## src/rtl/pas_predictor_updater.sv

```systemverilog
// rtl/pas_predictor_updater.sv - PAs predictor write side: update queue plus 3-stage BHT/PHT read-modify-write pipeline
module pas_predictor_updater #(
  parameter int COMMIT_WIDTH  = 2,
  parameter int PC_WIDTH      = 32,
  parameter int BHT_ENTRY_NUM = 1024,
  parameter int PHT_ENTRY_NUM = 2048,
  parameter int HISTORY_WIDTH = 5,
  parameter int QUEUE_DEPTH   = 8,
  localparam int BHT_IDX_W    = $clog2(BHT_ENTRY_NUM),
  localparam int PHT_IDX_W    = $clog2(PHT_ENTRY_NUM),
  localparam int PC_LO_W      = PHT_IDX_W - HISTORY_WIDTH,
  localparam int QPTR_W       = $clog2(QUEUE_DEPTH),
  localparam int KEY_W        = (BHT_IDX_W > PC_LO_W) ? BHT_IDX_W : PC_LO_W
) (
  input  logic                                   clk,
  input  logic                                   rst,
  input  logic [COMMIT_WIDTH-1:0]                upd_valid,
  input  logic [COMMIT_WIDTH-1:0][PC_WIDTH-1:0]  upd_pc,
  input  logic [COMMIT_WIDTH-1:0]                upd_taken,
  output logic                                   upd_ready,
  output logic                                   bht_rd_en,
  output logic [BHT_IDX_W-1:0]                   bht_rd_idx,
  input  logic [HISTORY_WIDTH-1:0]               bht_rd_data,
  output logic                                   bht_wr_en,
  output logic [BHT_IDX_W-1:0]                   bht_wr_idx,
  output logic [HISTORY_WIDTH-1:0]               bht_wr_data,
  output logic                                   pht_rd_en,
  output logic [PHT_IDX_W-1:0]                   pht_rd_idx,
  input  logic [1:0]                             pht_rd_data,
  output logic                                   pht_wr_en,
  output logic [PHT_IDX_W-1:0]                   pht_wr_idx,
  output logic [1:0]                             pht_wr_data,
  output logic                                   busy
);

  localparam logic [QPTR_W:0] DEPTH_C = (QPTR_W+1)'(QUEUE_DEPTH);
  localparam logic [QPTR_W:0] CW_C    = (QPTR_W+1)'(COMMIT_WIDTH);

  // Queue keeps only the PC bits that feed either index.
  logic [KEY_W-1:0]        r_q_key [QUEUE_DEPTH];
  logic [QUEUE_DEPTH-1:0]  r_q_taken;
  logic [QPTR_W-1:0]       r_wr_ptr;
  logic [QPTR_W-1:0]       r_rd_ptr;
  logic [QPTR_W:0]         r_count;

  logic                    r_s1_valid;
  logic [BHT_IDX_W-1:0]    r_s1_bidx;
  logic [PC_LO_W-1:0]      r_s1_pclo;
  logic                    r_s1_taken;

  logic                    r_s2_valid;
  logic [BHT_IDX_W-1:0]    r_s2_bidx;
  logic [PHT_IDX_W-1:0]    r_s2_pidx;
  logic                    r_s2_taken;

  logic                    r_lw_valid;
  logic [BHT_IDX_W-1:0]    r_lw_bidx;
  logic [HISTORY_WIDTH-1:0] r_lw_hist;
  logic [PHT_IDX_W-1:0]    r_lw_pidx;
  logic [1:0]              r_lw_ctr;

  logic [QPTR_W:0]         w_free;
  logic [QPTR_W:0]         w_enq_cnt;
  logic [QPTR_W-1:0]       w_slot [COMMIT_WIDTH];
  logic [COMMIT_WIDTH-1:0] w_lane_en;
  logic                    w_pop;
  logic [KEY_W-1:0]        w_head_key;
  logic                    w_head_taken;
  logic [HISTORY_WIDTH-1:0] w_s1_hist;
  logic [PHT_IDX_W-1:0]    w_s1_pidx;
  logic [1:0]              w_s2_ctr_old;
  logic [1:0]              w_s2_ctr_new;
  logic [HISTORY_WIDTH-1:0] w_s2_hist_new;
  logic                    w_unused_pc;

  assign w_unused_pc = ^upd_pc;

  assign w_free    = DEPTH_C - r_count;
  assign upd_ready = !rst && (w_free >= CW_C);

  // Compact valid lanes into consecutive slots, lowest lane first.
  always_comb begin
    w_enq_cnt = '0;
    for (int i = 0; i < COMMIT_WIDTH; i++) begin
      w_lane_en[i] = upd_ready && upd_valid[i];
      w_slot[i]    = r_wr_ptr + w_enq_cnt[QPTR_W-1:0];
      if (w_lane_en[i]) begin
        w_enq_cnt = w_enq_cnt + {{QPTR_W{1'b0}}, 1'b1};
      end
    end
  end

  always_ff @(posedge clk) begin
    for (int i = 0; i < COMMIT_WIDTH; i++) begin
      if (w_lane_en[i]) begin
        r_q_key[w_slot[i]]   <= upd_pc[i][2 +: KEY_W];
        r_q_taken[w_slot[i]] <= upd_taken[i];
      end
    end
  end

  assign w_pop        = (r_count != '0);
  assign w_head_key   = r_q_key[r_rd_ptr];
  assign w_head_taken = r_q_taken[r_rd_ptr];

  // S1 history: in-flight S2 write beats last-cycle write beats RAM.
  always_comb begin
    w_s1_hist = bht_rd_data;
    if (r_s2_valid && (r_s2_bidx == r_s1_bidx)) begin
      w_s1_hist = w_s2_hist_new;
    end else if (r_lw_valid && (r_lw_bidx == r_s1_bidx)) begin
      w_s1_hist = r_lw_hist;
    end
  end

  assign w_s1_pidx = {w_s1_hist, r_s1_pclo};

  // The only PHT write the RAM read can miss is the one issued the cycle it was read.
  always_comb begin
    w_s2_ctr_old = pht_rd_data;
    if (r_lw_valid && (r_lw_pidx == r_s2_pidx)) begin
      w_s2_ctr_old = r_lw_ctr;
    end
    if (r_s2_taken) begin
      w_s2_ctr_new = (w_s2_ctr_old == 2'd3) ? 2'd3 : w_s2_ctr_old + 2'd1;
    end else begin
      w_s2_ctr_new = (w_s2_ctr_old == 2'd0) ? 2'd0 : w_s2_ctr_old - 2'd1;
    end
  end

  assign w_s2_hist_new = {r_s2_pidx[PHT_IDX_W-2 -: HISTORY_WIDTH-1], r_s2_taken};

  always_ff @(posedge clk) begin
    if (rst) begin
      r_wr_ptr   <= '0;
      r_rd_ptr   <= '0;
      r_count    <= '0;
      r_s1_valid <= 1'b0;
      r_s2_valid <= 1'b0;
      r_lw_valid <= 1'b0;
    end else begin
      r_wr_ptr   <= r_wr_ptr + w_enq_cnt[QPTR_W-1:0];
      r_rd_ptr   <= r_rd_ptr + {{(QPTR_W-1){1'b0}}, w_pop};
      r_count    <= r_count + w_enq_cnt - {{QPTR_W{1'b0}}, w_pop};
      r_s1_valid <= w_pop;
      r_s2_valid <= r_s1_valid;
      r_lw_valid <= r_s2_valid;
    end
    r_s1_bidx  <= w_head_key[BHT_IDX_W-1:0];
    r_s1_pclo  <= w_head_key[PC_LO_W-1:0];
    r_s1_taken <= w_head_taken;
    r_s2_bidx  <= r_s1_bidx;
    r_s2_pidx  <= w_s1_pidx;
    r_s2_taken <= r_s1_taken;
    r_lw_bidx  <= r_s2_bidx;
    r_lw_hist  <= w_s2_hist_new;
    r_lw_pidx  <= r_s2_pidx;
    r_lw_ctr   <= w_s2_ctr_new;
  end

  assign bht_rd_en   = w_pop && !rst;
  assign bht_rd_idx  = w_head_key[BHT_IDX_W-1:0];
  assign pht_rd_en   = r_s1_valid && !rst;
  assign pht_rd_idx  = w_s1_pidx;
  assign bht_wr_en   = r_s2_valid && !rst;
  assign bht_wr_idx  = r_s2_bidx;
  assign bht_wr_data = w_s2_hist_new;
  assign pht_wr_en   = r_s2_valid && !rst;
  assign pht_wr_idx  = r_s2_pidx;
  assign pht_wr_data = w_s2_ctr_new;
  assign busy        = !rst && (w_pop || r_s1_valid || r_s2_valid);

endmodule
```

## config.mk

```make
export PLATFORM = sky130hd
export DESIGN_NAME = pas_predictor_updater
export DESIGN_NICKNAME = d
export VERILOG_FILES = /design/src/rtl/pas_predictor_updater.sv
export SDC_FILE = /design/constraint.sdc
export NUM_CORES = 1
export LEC_CHECK = 0
export CAP_MARGIN = 5
export CORE_MARGIN = 5
export CORE_UTILIZATION = 30
export DETAILED_ROUTE_END_ITERATION = 10
export PLACE_DENSITY = 0.58
export SETUP_SLACK_MARGIN = 0.4
export SLEW_MARGIN = 10
export SYNTH_ARGS = -nofsm -noshare
export SYNTH_HDL_FRONTEND = slang
export SYNTH_SLANG_ARGS = --single-unit
```

## constraint.sdc

```tcl
create_clock -name clk -period 4.3 [get_ports clk]
set_input_delay 0.645 -clock clk [delete_from_list [all_inputs] [get_ports clk]]
set_output_delay 0.645 -clock clk [all_outputs]
set_load 0.1 [all_outputs]
```

==> impl_metrics.ini <==
[yosys]
async_flop_share = 0
synth_top_area_share = 0.327
synth-seq-area-share = 0.508
syn_inst = 500
ys_types = 48
syn-num-nets = 592
ys_seq_elements = 146
synth_area_leaders = edfxtp_1, dfxtp_1, mux2_4
synth_area_mm2 = 0.00734
synth_edf_count = 80
synth_top_flop_cell = edfxtp_1
yosysWarnings = 0
synth_area_per_cell_um2 = 14.7
yosys.area.top_type = edfxtp_1

[global_route]
grt_overflow = 0
antenna_found_initial = 0
grt_max_degree = 24
track_usage = 0.124
grt_pass1_wl_um = 26300
grt_pass1_vias = 4573

[clocking]
cts_tree = done
cts-buffers-inserted = 17
clockRootBuffer = clkbuf_16
clock_path_buffers = 2
htreeDepth = 4
postCtsSetupBuffers = 0
clk_pin_slew_worst_paths_ns = 0.06
cts.repair.resized = 0
cts_num_sinks = 146
hold_buffers = 0
clock_latency_ns = 0.42

[timing]
slew_violations = 0
grt_setup_unrepaired = no
finalHoldViolations = 0
fin_skew_ns = 0.0102
max_freq_mhz = 277
setup_violations = 0
post-route-min-period_ns = 3.61
finalCritPeriodShare = 0.839
fin_setup_tns_ns = 0
slew_headroom = 0.209
tightest_slew_ns = 1.19

[place]
io_buffers = 87
gp_congestion = 0.732
dp_hpwl_um = 11500

[finish]
area.growth.synth_to_final_pct = 21.6
most-common-layout-cells = edfxtp_1, dfxtp_1, clkdlybuf4s50_1
fin_nets = 670
final_common_cell = edfxtp_1
final_layout_size_suffix_gt1_frac = 0.343
antenna_cells = 0

[critical_path]
critPathMaxFanout = 13
cp_data_required_time_ns = 4.41
arrival_ns = 3.72
end_kind = register
worstSetupStartpointType = register
critical_path_class = reg -> reg
reg2reg_depth = 12

[floorplan]
dieArea_mm2 = 0.0277
rows = 57
start_util = 0.303
die_w_um = 166
fp.dieH_um = 166
core-area_mm2 = 0.0242
io_pins = 132

[power_and_ir_drop]
power_density_mw_per_mm2 = 806
leakage_nw = 3.32
peakVddDrop_uv = 612
finalPower_w = 0.00719

[hold_path]
hold_path_depth = 0
hold_path_class = reg -> reg

[detailed_routing]
viasPerCell = 4.66
initialDrtViolationCount = 322
ant_nets = 0
via_count = 4262
wl_um = 16700
drtPass1Iterations = 4
remaining_drc_errors = 0
routedWlPerCell_um = 18.3

[job]
cap_viol_max_count = 0

[run_status]
status = complete, no violations
area by class of cell:
type,instances,area (µm²)
clock buffers,21,460
clock inverters,11,111
fillers,2272,15300
inverters,10,37.5
multi-input cells,305,3290
flip-flops and latches,146,3720
well taps,324,405
repair buffers,98,896
per-stage QoR:
stage,worst slack [ns],std cells,hold WS [ns],utilization,cell area (µm²)
finish,0.693,915,0.341,0.369,8920
CTS,0.684,915,0.346,0.369,8920
detailed placement,0.763,883,0.332,0.345,8350
global route,0.406,915,0.361,0.369,8920
floorplan,0.738,500,0.310,-,7350
global placement,0.809,883,0.322,0.345,8350
logic make-up (layout without fill, tap and decap cells):
kind of cell | after synthesis | count (layout) | share of synthesized area
AO/OA/AOI/OAI | 47 | 47 | 0.0534
adder cells (fa/ha/maj) | 16 | 16 | 0.0290
AND/OR/NAND/NOR | 81 | 81 | 0.0617
buffers and inverters | 49 | 140 | 0.0457
multiplexers | 123 | 123 | 0.251
flip-flops | 146 | 146 | 0.508
XOR/XNOR | 38 | 38 | 0.0515
worst paths after layout:
path	endpoint	start	slack (ns)
worst max-delay path	r_q_key[0][5]	r_count[0]	0.69
worst min-delay path	r_s2_taken	r_s1_taken	0.34
worst max register to register	r_q_key[0][5]	r_count[0]	0.69
worst min register to register	r_s2_taken	r_s1_taken	0.34
synthesized netlist by cell type (2+ instances only):
master and number:
a21oi_1 4, a31oi_1 8, and3_1 2, buf_1 2
buf_2 4, buf_4 21, buf_6 9, clkbuf_1 3
dfxtp_1 66, edfxtp_1 80, fa_1 2, ha_1 13
inv_1 10, mux2_2 45, mux2_4 56, mux4_2 22
nand2_1 6, nand2b_1 5, nand3_1 7, nand4_1 11
nor2_1 22, nor2b_1 13, nor3_1 6, o211ai_4 6
o21ai_0 17, o21ai_4 2, o31ai_1 2, or2_2 2
xnor2_1 35
routing by layer:
| layer | GRT usage | share of wire | vias to the layer above |
|---|---|---|---|
| met2 | 0.206 | 0.49 | 122 |
| met4 | 0.0527 | 0.020 | 0 |
| met1 | 0.151 | 0.44 | 2109 |
| met3 | 0.0340 | 0.051 | 22 |
| met5 | 0 | 0 | - |
| li1 | - | - | 2009 |
worst max-delay path: stages (launching register included):
cell     delay, ns
dfxtp_1       0.39
inv_1         0.08
ha_1          0.30
nor2_1        0.13
o21ai_0       0.17
o21ai_1       0.50
nor2_1        0.09
ha_1          0.30
xnor2_2       0.43
and3_1        0.27
o21ai_4       0.20
o21ai_0       0.16
buf_4         0.25
state kept, by name (all words and copies together), names as in the netlist, 4 cells and up:
name,count
r_lw_pidx,11
bht_wr_idx,4
r_s1_pclo,5
r_count,4
pht_wr_idx,11
r_q_key,80
r_lw_bidx,4
r_s1_bidx,5
r_q_taken,8
power by group:
part / internal [W] / switching (W)
logic: 0.00112 / 0.00249
clock network: 0.000878 / 0.000560
registers: 0.00183 / 0.000325
total: 0.00382 / 0.00337
(Power assumes the default switching activity.)
